--- src/rtl/cbus_width_converter_n.sv ---
// 32-bit CBUS slave to DW-wide memory port: posts collected write beats as one wide write and
// serves read beats from a tagged line buffer. Define CBUS_WC_RD_CACHE_EN to let beat 0 hit too.
module cbus_width_converter_n #(
    parameter int DW     = 96,
    parameter int AW     = 32,
    parameter int BEATS  = 3,
    parameter int BEAT_W = 2
) (
    input  logic                 clk,
    input  logic                 sreset_n,
    input  logic                 cbus_req,
    input  logic                 cbus_cmd,
    input  logic [AW+BEAT_W-1:0] cbus_addr,
    input  logic [31:0]          cbus_wrdata,
    output logic [31:0]          cbus_rddata,
    output logic                 cbus_waccept,
    output logic                 cbus_rresp,
    output logic                 mem_req,
    output logic                 mem_cmd,
    output logic [AW-1:0]        mem_addr,
    output logic [DW-1:0]        mem_wrdata,
    input  logic [DW-1:0]        mem_rd_data,
    input  logic                 mem_waccept,
    input  logic                 mem_rresp,
    output logic                 wr_seq_err
);
    localparam int LAST  = BEATS - 1;
    localparam int TOP_W = DW - 32 * LAST;

`ifdef CBUS_WC_RD_CACHE_EN
    localparam bit BEAT0_HITS = 1'b1;
`else
    localparam bit BEAT0_HITS = 1'b0;
`endif

    typedef enum logic [1:0] {IDLE, WR_ISSUE, RD_ISSUE, RD_CAPT} state_t;

    state_t              state_q, state_d;
    logic [DW-1:0]       slots_q, slots_d;
    logic [DW-1:0]       line_buf_q, line_buf_d;
    logic [AW-1:0]       addr_q, addr_d;
    logic [AW-1:0]       tag_q, tag_d;
    logic                tag_valid_q, tag_valid_d;
    logic [BEAT_W-1:0]   wr_exp_q, wr_exp_d;
    logic                seq_err_q, seq_err_d;
    logic                fresh_q, fresh_d;
    logic                live_q;

    logic [AW-1:0]       req_line;
    logic [BEAT_W-1:0]   req_beat;
    logic                beat_ok;
    logic                is_last;
    logic                tag_hit;
    logic                rd_hit;
    logic [32*BEATS-1:0] buf_ext;
    logic [31:0]         beat_data;

    assign req_line = cbus_addr[AW+BEAT_W-1:BEAT_W];
    assign req_beat = cbus_addr[BEAT_W-1:0];
    assign beat_ok  = int'(req_beat) < BEATS;
    assign is_last  = (req_beat == BEAT_W'(LAST));
    assign tag_hit  = tag_valid_q && (tag_q == req_line);
    // fresh_q lets the request that caused a fill complete on beat 0 even in legacy mode
    assign rd_hit   = tag_hit && ((req_beat != '0) || fresh_q || BEAT0_HITS);

    assign mem_addr   = addr_q;
    assign mem_wrdata = slots_q;
    assign wr_seq_err = seq_err_q;

    always_comb begin
        buf_ext           = '0;
        buf_ext[DW-1:0]   = line_buf_q;
        beat_data         = '0;
        for (int i = 0; i < BEATS; i++) begin
            if (req_beat == BEAT_W'(i)) begin
                beat_data = buf_ext[32*i +: 32];
            end
        end
    end

    always_comb begin
        state_d      = state_q;
        slots_d      = slots_q;
        line_buf_d   = line_buf_q;
        addr_d       = addr_q;
        tag_d        = tag_q;
        tag_valid_d  = tag_valid_q;
        wr_exp_d     = wr_exp_q;
        seq_err_d    = 1'b0;
        fresh_d      = 1'b0;
        cbus_waccept = 1'b0;
        cbus_rresp   = 1'b0;
        cbus_rddata  = '0;
        mem_req      = 1'b0;
        mem_cmd      = 1'b0;

        case (state_q)
            IDLE: begin
                if (cbus_req && live_q) begin
                    if (!cbus_cmd) begin
                        cbus_waccept = 1'b1;
                        if (!beat_ok) begin
                            seq_err_d = 1'b1;
                        end else begin
                            seq_err_d = (req_beat != wr_exp_q);
                            if (is_last) begin
                                slots_d[DW-1:32*LAST] = cbus_wrdata[TOP_W-1:0];
                                addr_d   = req_line;
                                wr_exp_d = '0;
                                state_d  = WR_ISSUE;
                                if (tag_q == req_line) begin
                                    tag_valid_d = 1'b0;
                                end
                            end else begin
                                for (int i = 0; i < LAST; i++) begin
                                    if (req_beat == BEAT_W'(i)) begin
                                        slots_d[32*i +: 32] = cbus_wrdata;
                                    end
                                end
                                wr_exp_d = req_beat + BEAT_W'(1);
                            end
                        end
                    end else if (!beat_ok) begin
                        cbus_rresp = 1'b1;
                    end else if (rd_hit) begin
                        cbus_rresp  = 1'b1;
                        cbus_rddata = beat_data;
                    end else begin
                        addr_d  = req_line;
                        state_d = RD_ISSUE;
                    end
                end
            end
            WR_ISSUE: begin
                mem_req = 1'b1;
                if (mem_waccept) begin
                    state_d = IDLE;
                end
            end
            RD_ISSUE: begin
                mem_req = 1'b1;
                mem_cmd = 1'b1;
                if (mem_rresp) begin
                    state_d = RD_CAPT;
                end
            end
            RD_CAPT: begin
                line_buf_d  = mem_rd_data;
                tag_d       = addr_q;
                tag_valid_d = 1'b1;
                fresh_d     = 1'b1;
                state_d     = IDLE;
            end
            default: state_d = IDLE;
        endcase
    end

    // live_q holds CBUS handshakes off for the first cycle after reset
    always_ff @(posedge clk) begin
        if (!sreset_n) begin
            state_q     <= IDLE;
            slots_q     <= '0;
            line_buf_q  <= '0;
            addr_q      <= '0;
            tag_q       <= '0;
            tag_valid_q <= 1'b0;
            wr_exp_q    <= '0;
            seq_err_q   <= 1'b0;
            fresh_q     <= 1'b0;
            live_q      <= 1'b0;
        end else begin
            state_q     <= state_d;
            slots_q     <= slots_d;
            line_buf_q  <= line_buf_d;
            addr_q      <= addr_d;
            tag_q       <= tag_d;
            tag_valid_q <= tag_valid_d;
            wr_exp_q    <= wr_exp_d;
            seq_err_q   <= seq_err_d;
            fresh_q     <= fresh_d;
            live_q      <= 1'b1;
        end
    end

endmodule

--- config.mk ---
export PLATFORM = sky130hd
export DESIGN_NAME = cbus_width_converter_n
export DESIGN_NICKNAME = d
export VERILOG_FILES = /design/src/rtl/cbus_width_converter_n.sv
export SDC_FILE = /design/constraint.sdc
export NUM_CORES = 1
export LEC_CHECK = 0
export ABC_AREA = 0
export CORE_ASPECT_RATIO = 2
export CORE_MARGIN = 3
export CORE_UTILIZATION = 25
export CTS_CLUSTER_DIAMETER = 80
export DETAILED_ROUTE_END_ITERATION = 12
export HOLD_SLACK_MARGIN = 0.06
export SETUP_SLACK_MARGIN = 0.02
export SLEW_MARGIN = 20
export SYNTH_ARGS = -nofsm -noshare
export SYNTH_HDL_FRONTEND = slang
export SYNTH_SLANG_ARGS = --single-unit
--- constraint.sdc ---
create_clock -name clk -period 2.15 [get_ports clk]
set_input_delay 0.43 -clock clk [delete_from_list [all_inputs] [get_ports clk]]
set_output_delay 0.43 -clock clk [all_outputs]
set_load 0.005 [all_outputs]
After elaboration in Yosys (flattened, before gate mapping)
Index checks and enable logic that the tools add are counted.
{ "word_totals": {"output_inout_bits": 165, "reg_bits": 264, "input_bits": 168, "elab_cells": 96} }
{ "classes": {"n_lt_le_gt_ge": 1, "n_eq_ne": 17, "n_bitwise": 5, "reduce_logical": 18, "mux": 42, "addsub": 1} }
{ "ops": {"columns": ["op", "count"], "rows": [
  ["32-bit two-way mux", 13],
  ["32-bit equality test", 1],
  ["6-bit AND reduction", 4],
  ["1-bit two-way mux", 18],
  ["2-bit two-way mux", 9],
  ["2-bit inequality test, second input constant", 8],
  ["5-bit AND reduction", 2],
  ["2-bit case mux with 4 select lines", 1],
  ["2-bit equality test, second input constant", 3],
  ["3-bit inequality test, second input constant", 2],
  ["2-bit nonzero test", 3],
  ["1-bit inverter", 5],
  ["2-bit by 1-bit equality test with 1-bit output, second input constant", 2],
  ["2-bit zero test", 2],
  ["4-bit AND reduction", 1],
  ["4-bit OR reduction", 1],
  ["1-bit logical AND", 3],
  ["2-bit by 1-bit adder with 2-bit output, second input constant", 1],
  ["2-bit less-than comparator, second input constant", 1],
  ["2-bit inequality test", 1],
  ["1-bit case mux with 2 select lines", 1],
  ["2-bit OR reduction", 1],
  ["1-bit logical OR", 1]
]} }

Longest topological paths before layout
Gate-level depths: netlist of the first run.
{ "logic_depth": {"word_depth": 9, "ltp_mapped": 10, "mapped_depth_nobuf": 8} }

Least setup slack after synthesis of the first run
Ideal clock, no wire load.
{ "synth_path": {"path_kind": "input to output", "startpoint": "input cbus_addr[7]", "endpoint": "output cbus_rddata[10]", "setup_slack_ns": 0.115, "arrival_ns": 1.605, "path_buffers": 2, "cell_stages": 8, "path_cell_list": "xnor2_1 > nand4_1 > nor4_2 > and2_1 > buf_6 > nand3_4 > buf_2 > nor2_1"} }
{ "synth_via": {"elab_chain_cells": 8} }
{ "synth_rtl": {"columns": ["element", "line_no", "text"], "rows": [
  ["start, declared", "13", "input logic [AW+BEAT_W-1:0] cbus_addr,"],
  ["32-bit equality test", "62", "assign tag_hit = tag_valid_q && (tag_q == req_line);"],
  ["1-bit logical AND", "62", null],
  ["1-bit logical AND", "64", "assign rd_hit = tag_hit && ((req_beat != '0) || fresh_q || BEAT0_HITS);"],
  ["32-bit two-way mux", "125", "end else if (rd_hit) begin"],
  ["32-bit two-way mux", "123", "end else if (!beat_ok) begin"],
  ["32-bit two-way mux", "100", "if (!cbus_cmd) begin"],
  ["32-bit two-way mux", "99", "if (cbus_req && live_q) begin"],
  ["32-bit two-way mux", "97", "case (state_q)"],
  ["end, declared", "15", "output logic [31:0] cbus_rddata,"]
]} }
Every way passes these cells.

Worst setup path in the final report of the first run
{ "layout_path": {"startpoint": "register tag_q[27]", "endpoint": "output cbus_rddata[22]"} }
{ "layout_via": {"elab_chain_cells": 8} }
{ "layout_rtl": {"columns": ["element", "line_no", "text"], "rows": [
  ["start, declared", "42", "logic [AW-1:0] tag_q, tag_d;"],
  ["start signal, assigned", "176", "tag_q <= tag_d;"],
  ["32-bit equality test", "62", null],
  ["1-bit logical AND", "62", null],
  ["1-bit logical AND", "64", null],
  ["32-bit two-way mux", "125", null],
  ["32-bit two-way mux", "123", null],
  ["32-bit two-way mux", "100", null],
  ["32-bit two-way mux", "99", null],
  ["32-bit two-way mux", "97", null]
]} }
Every way passes these cells.

==> flow_summary.ini, run 1 <==
[outcome]
outcome = finished, violations left
violations = setup timing

[worst_setup_path]
critPathMaxStageDelay_ns = 0.34
crit_type = register to output pin
path_max_fanout = 21
worstPathRequired_ns = 1.72
cp-start-kind = register
crit_chain = xnor2_2 > nand4_1 > buf_4 > nor4_4 > and2_4 > nand3_4 > buf_12 > nor2_1 > clkdlybuf4s15_2
crit_path_top_delay_cell = dfxtp_2
crit_arrival_ns = 2.56
worstSetupEndpointType = output pin

[global_routing]
grt_max_degree = 85
antenna_found_initial = 11
grt_pass1_vias = 10700
grt_overflow = 0
grt_usage_pct = 17.0
grt_pass1_wl_mm = 63.5

[floorplan]
die_width_um = 156
io-pin-count = 333
initial_core_util_pct = 25.4
rows = 109
core_um2 = 44500
die-area_um2 = 47900
die_height_um = 307

[power_and_ir_drop]
p_leak_nw = 5.96
power_density_nw_per_um2 = 733
vdd_drop_max_uv = 548

[clocking]
clk-insertion-delay-late_ns = 0.57
h-tree-depth = 1
clk_pin_slew_worst_paths_ns = 0.07
cts-buffers-inserted = 27
cts_buffer_depth = 3
cts_tree = done
cts.sinks = 264
ctsRootBufferMaster = clkbuf_16

[yosys]
syn_nets = 1513
synth_cell_types = 41
ys_warn_count = 0
netlist_instances = 1341
synth_seq_cells = 264
synth_area_um2 = 11300
synth.avg_cell_area_um2 = 8.43
yosysSeqAreaShare_pct = 46.8

[finish]
fillCellCount = 4441
seq_area_um2 = 5290
final_core_util_pct = 39.0
finalNonFillerCells = 2289
mostFrequentLayoutCells = 287 x clkdlybuf4s50_1, 259 x dfxtp_1, 228 x nand2_1
mostFrequentLayoutCell = clkdlybuf4s50_1
nets = 1877
layout-drive-gt1-share_pct = 14.6
multiInputGateArea_um2 = 5650
areaGrowthSynthToFinish_pct = 53.5

[routing]
routedWlPerCell_um = 19.3
top_layer = met5
num_vias = 11000
routed_wl_mm = 44.3
ant_nets = 0
met1_length_mm = 15.8
drc_errors = 0
dr.pass1.iters = 7
wl_met2_mm = 24.6
wl_met3_mm = 2.30
drt_iter0_drc = 441
vias_per_cell = 4.79

[placed_design]
portBuffers = 332
place_congestion = 0.844
place_hpwl_mm = 31.7
dp.cells = 2211
dp_worst_setup_slack_ns = -1.24

[timing]
tightestPinTransition_ns = 0.500
final-hold-violation-count = 0
worst_slack_ns = -0.835
fin_crit_sh_pct = 139
setup_viol = 58
rsz0062_at_grt = true
slew_headroom_pct = 66.7
fmax_mhz = 335
period_minus_slack_ns = 2.99
finClkSkew_ns = 0.0353
drv_slew = 0
hold_ws_ns = 0.244

[job]
max_cap_viol_count = 0

[min_path]
min_path_type = primary input to register
## flip-flops by register name, summed over array words and instances (netlist names), 2 cells and up
name        flops
buf_ext        96
tag_q          32
state_q         2
mem_wrdata     96
mem_addr       32
wr_exp_q        2
## final cells by class
cell class | instances | area share [%]
clock inverter | 20 | 1.44
multi-input combinational | 956 | 32.6
timing repair buffer | 450 | 27.1
tap | 555 | 4.00
antenna | 8 | 0.115
clock buffer | 30 | 4.08
inverter | 6 | 0.159
sequential | 264 | 30.5
## metrics by stage
stage               instance area [um2]  setup TNS, ns  total power, mW
floorplan                         11300              0             6.42
global placement                  15900         -84.04             7.61
detailed placement                15900         -86.04             7.64
CTS                               17000         -28.07             12.9
global route                      17300         -33.05             13.3
finish                            17300         -25.82             12.7
## power breakdown
part | total [mW] | internal [mW] | switching [mW]
registers | 5.31 | 5.14 | 0.166
clock network | 5.12 | 2.99 | 2.13
logic | 2.28 | 1.21 | 1.07
## metal layers
layer	GRT usage [%]	vias up
li1	-	5310
met1	17.1	5233
met2	33.3	340
met3	2.94	79
met4	7.09	4
met5	0	-
## final timing paths
check,start,to,slack (ns),cells past startpoint
hold reg to reg,mem_wrdata[50]$_SDFFE_PN0P_,mem_wrdata[50]$_SDFFE_PN0P_,0.45,2
setup reg to reg,tag_q[27]$_SDFFE_PN0P_,mem_addr[15]$_SDFFE_PN0P_,-0.08,12
hold / removal,cbus_addr[20],mem_addr[18]$_SDFFE_PN0P_,0.24,3
setup / recovery,tag_q[27]$_SDFFE_PN0P_,cbus_rddata[22],-0.84,9
## Yosys cell counts, drive strengths merged
cell type	instances	area [um2]
nand2b	4	25.0
a221oi	1	8.76
a21o	1	7.51
and2b	1	7.51
o31ai	1	7.51
a32o	1	10.0
or3	1	6.26
a31oi	32	200
o21ai	1	5.00
clkbuf	65	244
ha	4	50.1
o31a	1	8.76
nor4	3	31.3
mux2i	160	1600
nor3	35	180
xor2	1	8.76
nor2b	1	6.26
a21oi	132	661
inv	6	22.5
nor2	197	742
o221a	1	11.3
nand4	41	257
xnor2	32	280
nand2	229	860
and2	5	31.3
nor3b	1	7.51
nand3	36	198
buf	50	282
dfxtp	264	5290
and3	1	6.26
o211ai	32	240
o221ai	1	8.76
## critical path, delay by kind of cell, from the launching register on
| kind | cells | cell delay, ns |
|---|---|---|
| XOR/XNOR | 1 | 0.18 |
| flip-flops | 1 | 0.34 |
| buffers and inverters | 3 | 0.58 |
| AND/OR/NAND/NOR | 5 | 0.87 |
## cells by family (layout without fill, tap and decap cells)
group                      after synthesis  in the layout  share of synthesized area, %
AOI/OAI and AO/OA                      204            204                          10.3
DFF                                    264            264                          46.8
and+or+nand+nor                        555            555                          20.9
xor gates and xnor gates                33             33                          2.56
adders and majority gates                4              4                         0.443
muxes                                  160            160                          14.2
buffers and inverters                  121            506                          4.85
other                                    0              8                             0
## timing repair
item / CTS / global route
hold buffers: 0 / 0
pin swaps: 7 / 35
setup buffers: 2 / 8
setup endpoints to repair: 69 / 82
resized for setup: 110 / 68
cloned: 2 / 8
Note: power is estimated with default switching activity, not from simulation.
==> inputs of run 2 (changes only) <==
Clock period 2.15 ns to 3.47 ns, I/O delays scaled along.
==> run 2 against run 1 <==
- the flow now finishes without violations
- count of clock-buffer cells in the layout increased by 9
- global-route usage fell by 0.16 points
- critical path depth increased by 3
- die area did not move
- total power shrank 41%
- non-clock buffer count shrank 48
- final cell count is 2.0% lower
- sequential share of layout area up 1.8 points
- sequential cell count did not move
- largest power group unchanged
==> flow_summary.ini, run 2 (synthesis results as in run 1) <==
[routing]
vias_per_cell = 4.76
dr.pass1.iters = 5
drt_iter0_drc = 542
routed_wl_mm = 42.3
drc_errors = 0
ant_nets = 0
num_vias = 10700
routedWlPerCell_um = 18.8

[floorplan]
core_um2 = 44500
die_width_um = 156
rows = 109
io-pin-count = 333
die_height_um = 307
initial_core_util_pct = 25.4
die-area_um2 = 47900

[global_routing]
grt_pass1_wl_mm = 63.4
antenna_found_initial = 15
grt_max_degree = 67
grt_overflow = 0
grt_pass1_vias = 10800
grt_usage_pct = 16.8

[timing]
drv_slew = 0
finClkSkew_ns = 0.0215
fin_crit_sh_pct = 96.4
fmax_mhz = 299
rsz0062_at_grt = false
tightestPinTransition_ns = 0.745
final-hold-violation-count = 0
setup_viol = 0
slew_headroom_pct = 50.3
period_minus_slack_ns = 3.34

[worst_setup_path]
crit_path_top_delay_cell = nor4_2
worstSetupEndpointType = output pin
crit_type = primary input to output pin
crit_arrival_ns = 2.65
r2r_setup_slack_ns = 0.60
crit_chain = clkdlybuf4s15_1 > xnor2_1 > buf_4 > nand4_1 > nor4_2 > and2_4 > nand3_4 > buf_12 > buf_4 > buf_6 > nor2_4 > buf_2
cp-start-kind = primary input
path_common_cell = buf_4
path_max_fanout = 4
worstPathRequired_ns = 2.78
critPathMaxStageDelay_ns = 0.34

[clocking]
ctsRootBufferMaster = clkbuf_16
cts-buffers-inserted = 27
clk-insertion-delay-late_ns = 0.55
cts.sinks = 264
cts_tree = done
cts_buffer_depth = 3
h-tree-depth = 1
clk_pin_slew_worst_paths_ns = 0.06

[power_and_ir_drop]
seqPwrFrac_pct = 44.0
p_leak_nw = 5.69
swShare_pct = 26.7
power.internal_mw = 5.48
combinationalPowerShare_pct = 16.4
p_total_mw = 7.48
power_density_nw_per_um2 = 456
power.switching_mw = 1.99
p_clk_share_pct = 39.6
vdd_drop_max_uv = 303

[finish]
fillCellCount = 4633
mostFrequentLayoutCells = 264 x clkdlybuf4s50_1, 261 x dfxtp_1, 229 x nand2_1
design_area_um2 = 16400
areaGrowthSynthToFinish_pct = 45.0
layout-drive-gt1-share_pct = 9.31
mostFrequentLayoutCell = clkdlybuf4s50_1
multiInputGateArea_um2 = 5590
nets = 1829
seq_area_um2 = 5290

[job]
max_cap_viol_count = 0

[placed_design]
place_congestion = 0.848
portBuffers = 332
placed_cell_area_um2 = 15300
place_hpwl_mm = 30.6

[outcome]
outcome = finished, final reports clean

[min_path]
min_path_type = register to register
==> run 2: cell types whose count changed in the layout (fill, tap and decap cells not counted), moves of 6 or more <==
cell,delta
buf_4,-16
nor2_1,+16
buf_12,-21
clkbuf_16,-7
nor2_2,-14
clkdlybuf4s15_2,-15
clkdlybuf4s50_1,-23
buf_2,-6
clkbuf_8,+6
dlygate4sd2_1,+36
==> run 2: routing by layer <==
metal | vias to the layer above | GRT usage [%] | routed length, um
met4 | 0 | 8.07 | 1870
met2 | 351 | 32.2 | 23200
li1 | 5207 | - | -
met5 | - | 0 | 0
met3 | 90 | 2.83 | 2280
met1 | 5030 | 17.4 | 14900
==> run 2: area by class of cell <==
cell class	instances	area share [%]
Antenna cell	13	0.199
Sequential cell	264	32.3
Clock buffer	39	4.95
Clock inverter	9	0.504
Inverter	6	0.168
Multi-Input combinational cell	956	34.1
Tap cell	555	4.24
Timing Repair Buffer	402	23.5
==> run 2: path summary, 6_finish.rpt <==
check	from	end	depth (start not counted)
min reg2reg	mem_wrdata[70]$_SDFFE_PN0P_	mem_wrdata[70]$_SDFFE_PN0P_	2
max	cbus_addr[25]	cbus_rddata[1]	12
min	mem_wrdata[70]$_SDFFE_PN0P_	mem_wrdata[70]$_SDFFE_PN0P_	2
max reg2reg	tag_q[10]$_SDFFE_PN0P_	state_q[0]$_SDFFE_PN0P_	19
==> run 2: power by group through the flow <==
| stage | registers (mW) | logic, mW | clock network, mW |
|---|---|---|---|
| finish | 3.29 | 1.22 | 2.96 |
| global route | 3.31 | 1.34 | 3.17 |
| CTS | 3.29 | 1.24 | 3.08 |
| detailed placement | 3.36 | 1.24 | 0 |
| global placement | 3.35 | 1.22 | 0 |
| floorplan | 3.33 | 0.647 | 0 |
==> run 2: stage by stage <==
stage | setup WS (ns) | utilization (%) | std cells | setup TNS (ns) | hold slack (ns)
4_1_cts | 0.0161 | 36.8 | 2231 | 0 | 0.454
5_1_grt | 0.0203 | 36.8 | 2243 | 0 | 0.452
6_report | 0.126 | 36.9 | 2244 | 0 | 0.452
3_5_place_dp | -0.631 | 34.4 | 2167 | -18.80 | 0.445
2_1_floorplan | 0.907 | - | 1341 | 0 | 0.453
3_3_place_gp | -0.565 | 34.4 | 2167 | -17.43 | 0.443
==> run 2: repair_timing <==
| action | 4_1_cts | 5_1_grt |
|---|---|---|
| gates resized for setup | 84 | 36 |
| setup endpoints to repair | 33 | 32 |
| cloned | 1 | 0 |
| hold buffers | 0 | 0 |
| pin swaps | 14 | 18 |
| setup buffers | 15 | 0 |
==> run 2: critical path: cells and delay by family <==
kind	cells	cell delay (ns)
simple gates	5	0.86
buf+inv	6	0.90
xor+xnor	1	0.18
==> inputs of run 3 (changes only) <==
Settings changed: ABC_AREA 0 to unset, CTS_CLUSTER_DIAMETER 80 to 40, SKIP_CTS_REPAIR_TIMING set to 1.
==> run 3 against run 2 <==
- sequential cell count unchanged
- critical path type is now register to output pin
- setup slack better by 0.031 ns
- first-iteration DRC count down 6.3%
- sequential share of layout area down 0.63 points
- global-route usage down 0.26 points
- count of clock-buffer cells in the layout up 1
- critical path depth down 2
- critical endpoint is now cbus_rddata[0]
- clock power up 7.8%
- largest power group unchanged
==> flow_summary.ini, run 3 (synthesis results as in run 1) <==
[outcome]
outcome = finished, final reports clean

[global_routing]
grt_usage_pct = 16.6
antenna_found_initial = 16
grt_pass1_vias = 10700
grt_max_degree = 67
grt_pass1_wl_mm = 62.5
grt_overflow = 0

[clocking]
cts.sinks = 264
cts_tree = done
cts-buffers-inserted = 31
clk-insertion-delay-late_ns = 0.59
cts_buffer_depth = 3
clk_pin_slew_worst_paths_ns = 0.07
h-tree-depth = 1
ctsRootBufferMaster = clkbuf_16

[floorplan]
initial_core_util_pct = 25.4
die-area_um2 = 47900
die_width_um = 156
rows = 109
core_um2 = 44500
die_height_um = 307
io-pin-count = 333

[finish]
nets = 1825
areaGrowthSynthToFinish_pct = 48.0
mostFrequentLayoutCell = clkdlybuf4s50_1
layout-drive-gt1-share_pct = 9.24
mostFrequentLayoutCells = 264 x clkdlybuf4s50_1, 257 x dfxtp_1, 229 x nand2_1

[worst_setup_path]
crit_family = simple AND/OR/NAND/NOR gates
critPathMaxStageDelay_ns = 0.33
crit_arrival_ns = 2.62
crit_path_top_delay_cell = dfxtp_2
path_max_fanout = 5
cp-start-kind = register
path_common_cell = buf_4
crit_chain = xnor2_2 > nand4_1 > buf_4 > nor4_4 > and2_4 > nand3_4 > buf_12 > buf_4 > nor2_1 > dlymetal6s2s_1
worstSetupEndpointType = output pin
cp.buffers_inverters = 4
crit_type = register to output pin
worstPathRequired_ns = 2.78

[timing]
fin_crit_sh_pct = 95.5
finClkSkew_ns = 0.0377
drv_slew = 0
setup_viol = 0
worst_slack_ns = 0.158
hold_ws_ns = 0.449
fin_tns_setup_ns = 0
fmax_mhz = 302
period_minus_slack_ns = 3.31
rsz0062_at_grt = true
final-hold-violation-count = 0
tightestPinTransition_ns = 0.759
slew_headroom_pct = 49.4

[routing]
routed_wl_mm = 42.5
ant_nets = 0
num_vias = 10700
routedWlPerCell_um = 18.9
drc_errors = 0
dr.pass1.iters = 5
vias_per_cell = 4.75
drt_iter0_drc = 508

[power_and_ir_drop]
p_leak_nw = 6.38
power_density_nw_per_um2 = 462
vdd_drop_max_uv = 414

[min_path]
min_path_type = primary input to register

[placed_design]
dp_worst_setup_slack_ns = -0.631
place_congestion = 0.848
portBuffers = 332
place_hpwl_mm = 30.6

[job]
max_cap_viol_count = 0
-- run 3: stage by stage --
stage          util (%)  instance area, um2  total power [mW]  instances
2_1_floorplan         -               11300              3.98       1341
3_3_place_gp       34.4               15300              4.57       2167
3_5_place_dp       34.4               15300              4.60       2167
4_1_cts            36.7               16300              7.85       2225
5_1_grt            37.6               16700              8.08       2246
6_report           37.6               16700              7.72       2247
-- run 3: worst min-delay path: cells and delay by family --
family	cells	cell delay (ns)
buffers and inverters	1	0.13
AOI/OAI and AO/OA	2	0.17
-- run 3: path summary, 6_finish.rpt --
path | from | end | slack [ns] | cells after the start
hold reg to reg | mem_wrdata[70]$_SDFFE_PN0P_ | mem_wrdata[70]$_SDFFE_PN0P_ | 0.45 | 2
setup reg to reg | state_q[0]$_SDFFE_PN0P_ | mem_addr[4]$_SDFFE_PN0P_ | 0.96 | 9
hold / removal | cbus_addr[18] | mem_addr[16]$_SDFFE_PN0P_ | 0.45 | 3
setup / recovery | tag_q[27]$_SDFFE_PN0P_ | cbus_rddata[0] | 0.16 | 10
-- run 3: area by class of cell --
class / count / area, um2
well taps: 555 / 694
inverters: 6 / 27.5
clock inverters: 18 / 175
repair buffers: 394 / 4040
fillers: 4578 / 27700
diodes: 14 / 35.0
multi-input cells: 956 / 5630
flip-flops and latches: 264 / 5290
clock buffers: 40 / 830
-- run 3: metal layers --
layer | GRT usage [%] | part of all wire [%] | vias to the layer above
met3 | 2.92 | 5.2 | 78
met1 | 17.2 | 36 | 5027
met4 | 7.85 | 4.0 | 0
met5 | 0 | 0 | -
met2 | 31.5 | 55 | 347
li1 | - | - | 5213
-- run 3: power by group --
| part | leakage (nW) | switching, mW | internal [mW] |
|---|---|---|---|
| Combinational | 3.75 | 0.620 | 0.615 |
| Sequential | 2.14 | 0.107 | 3.18 |
| Clock | 0.487 | 1.40 | 1.80 |
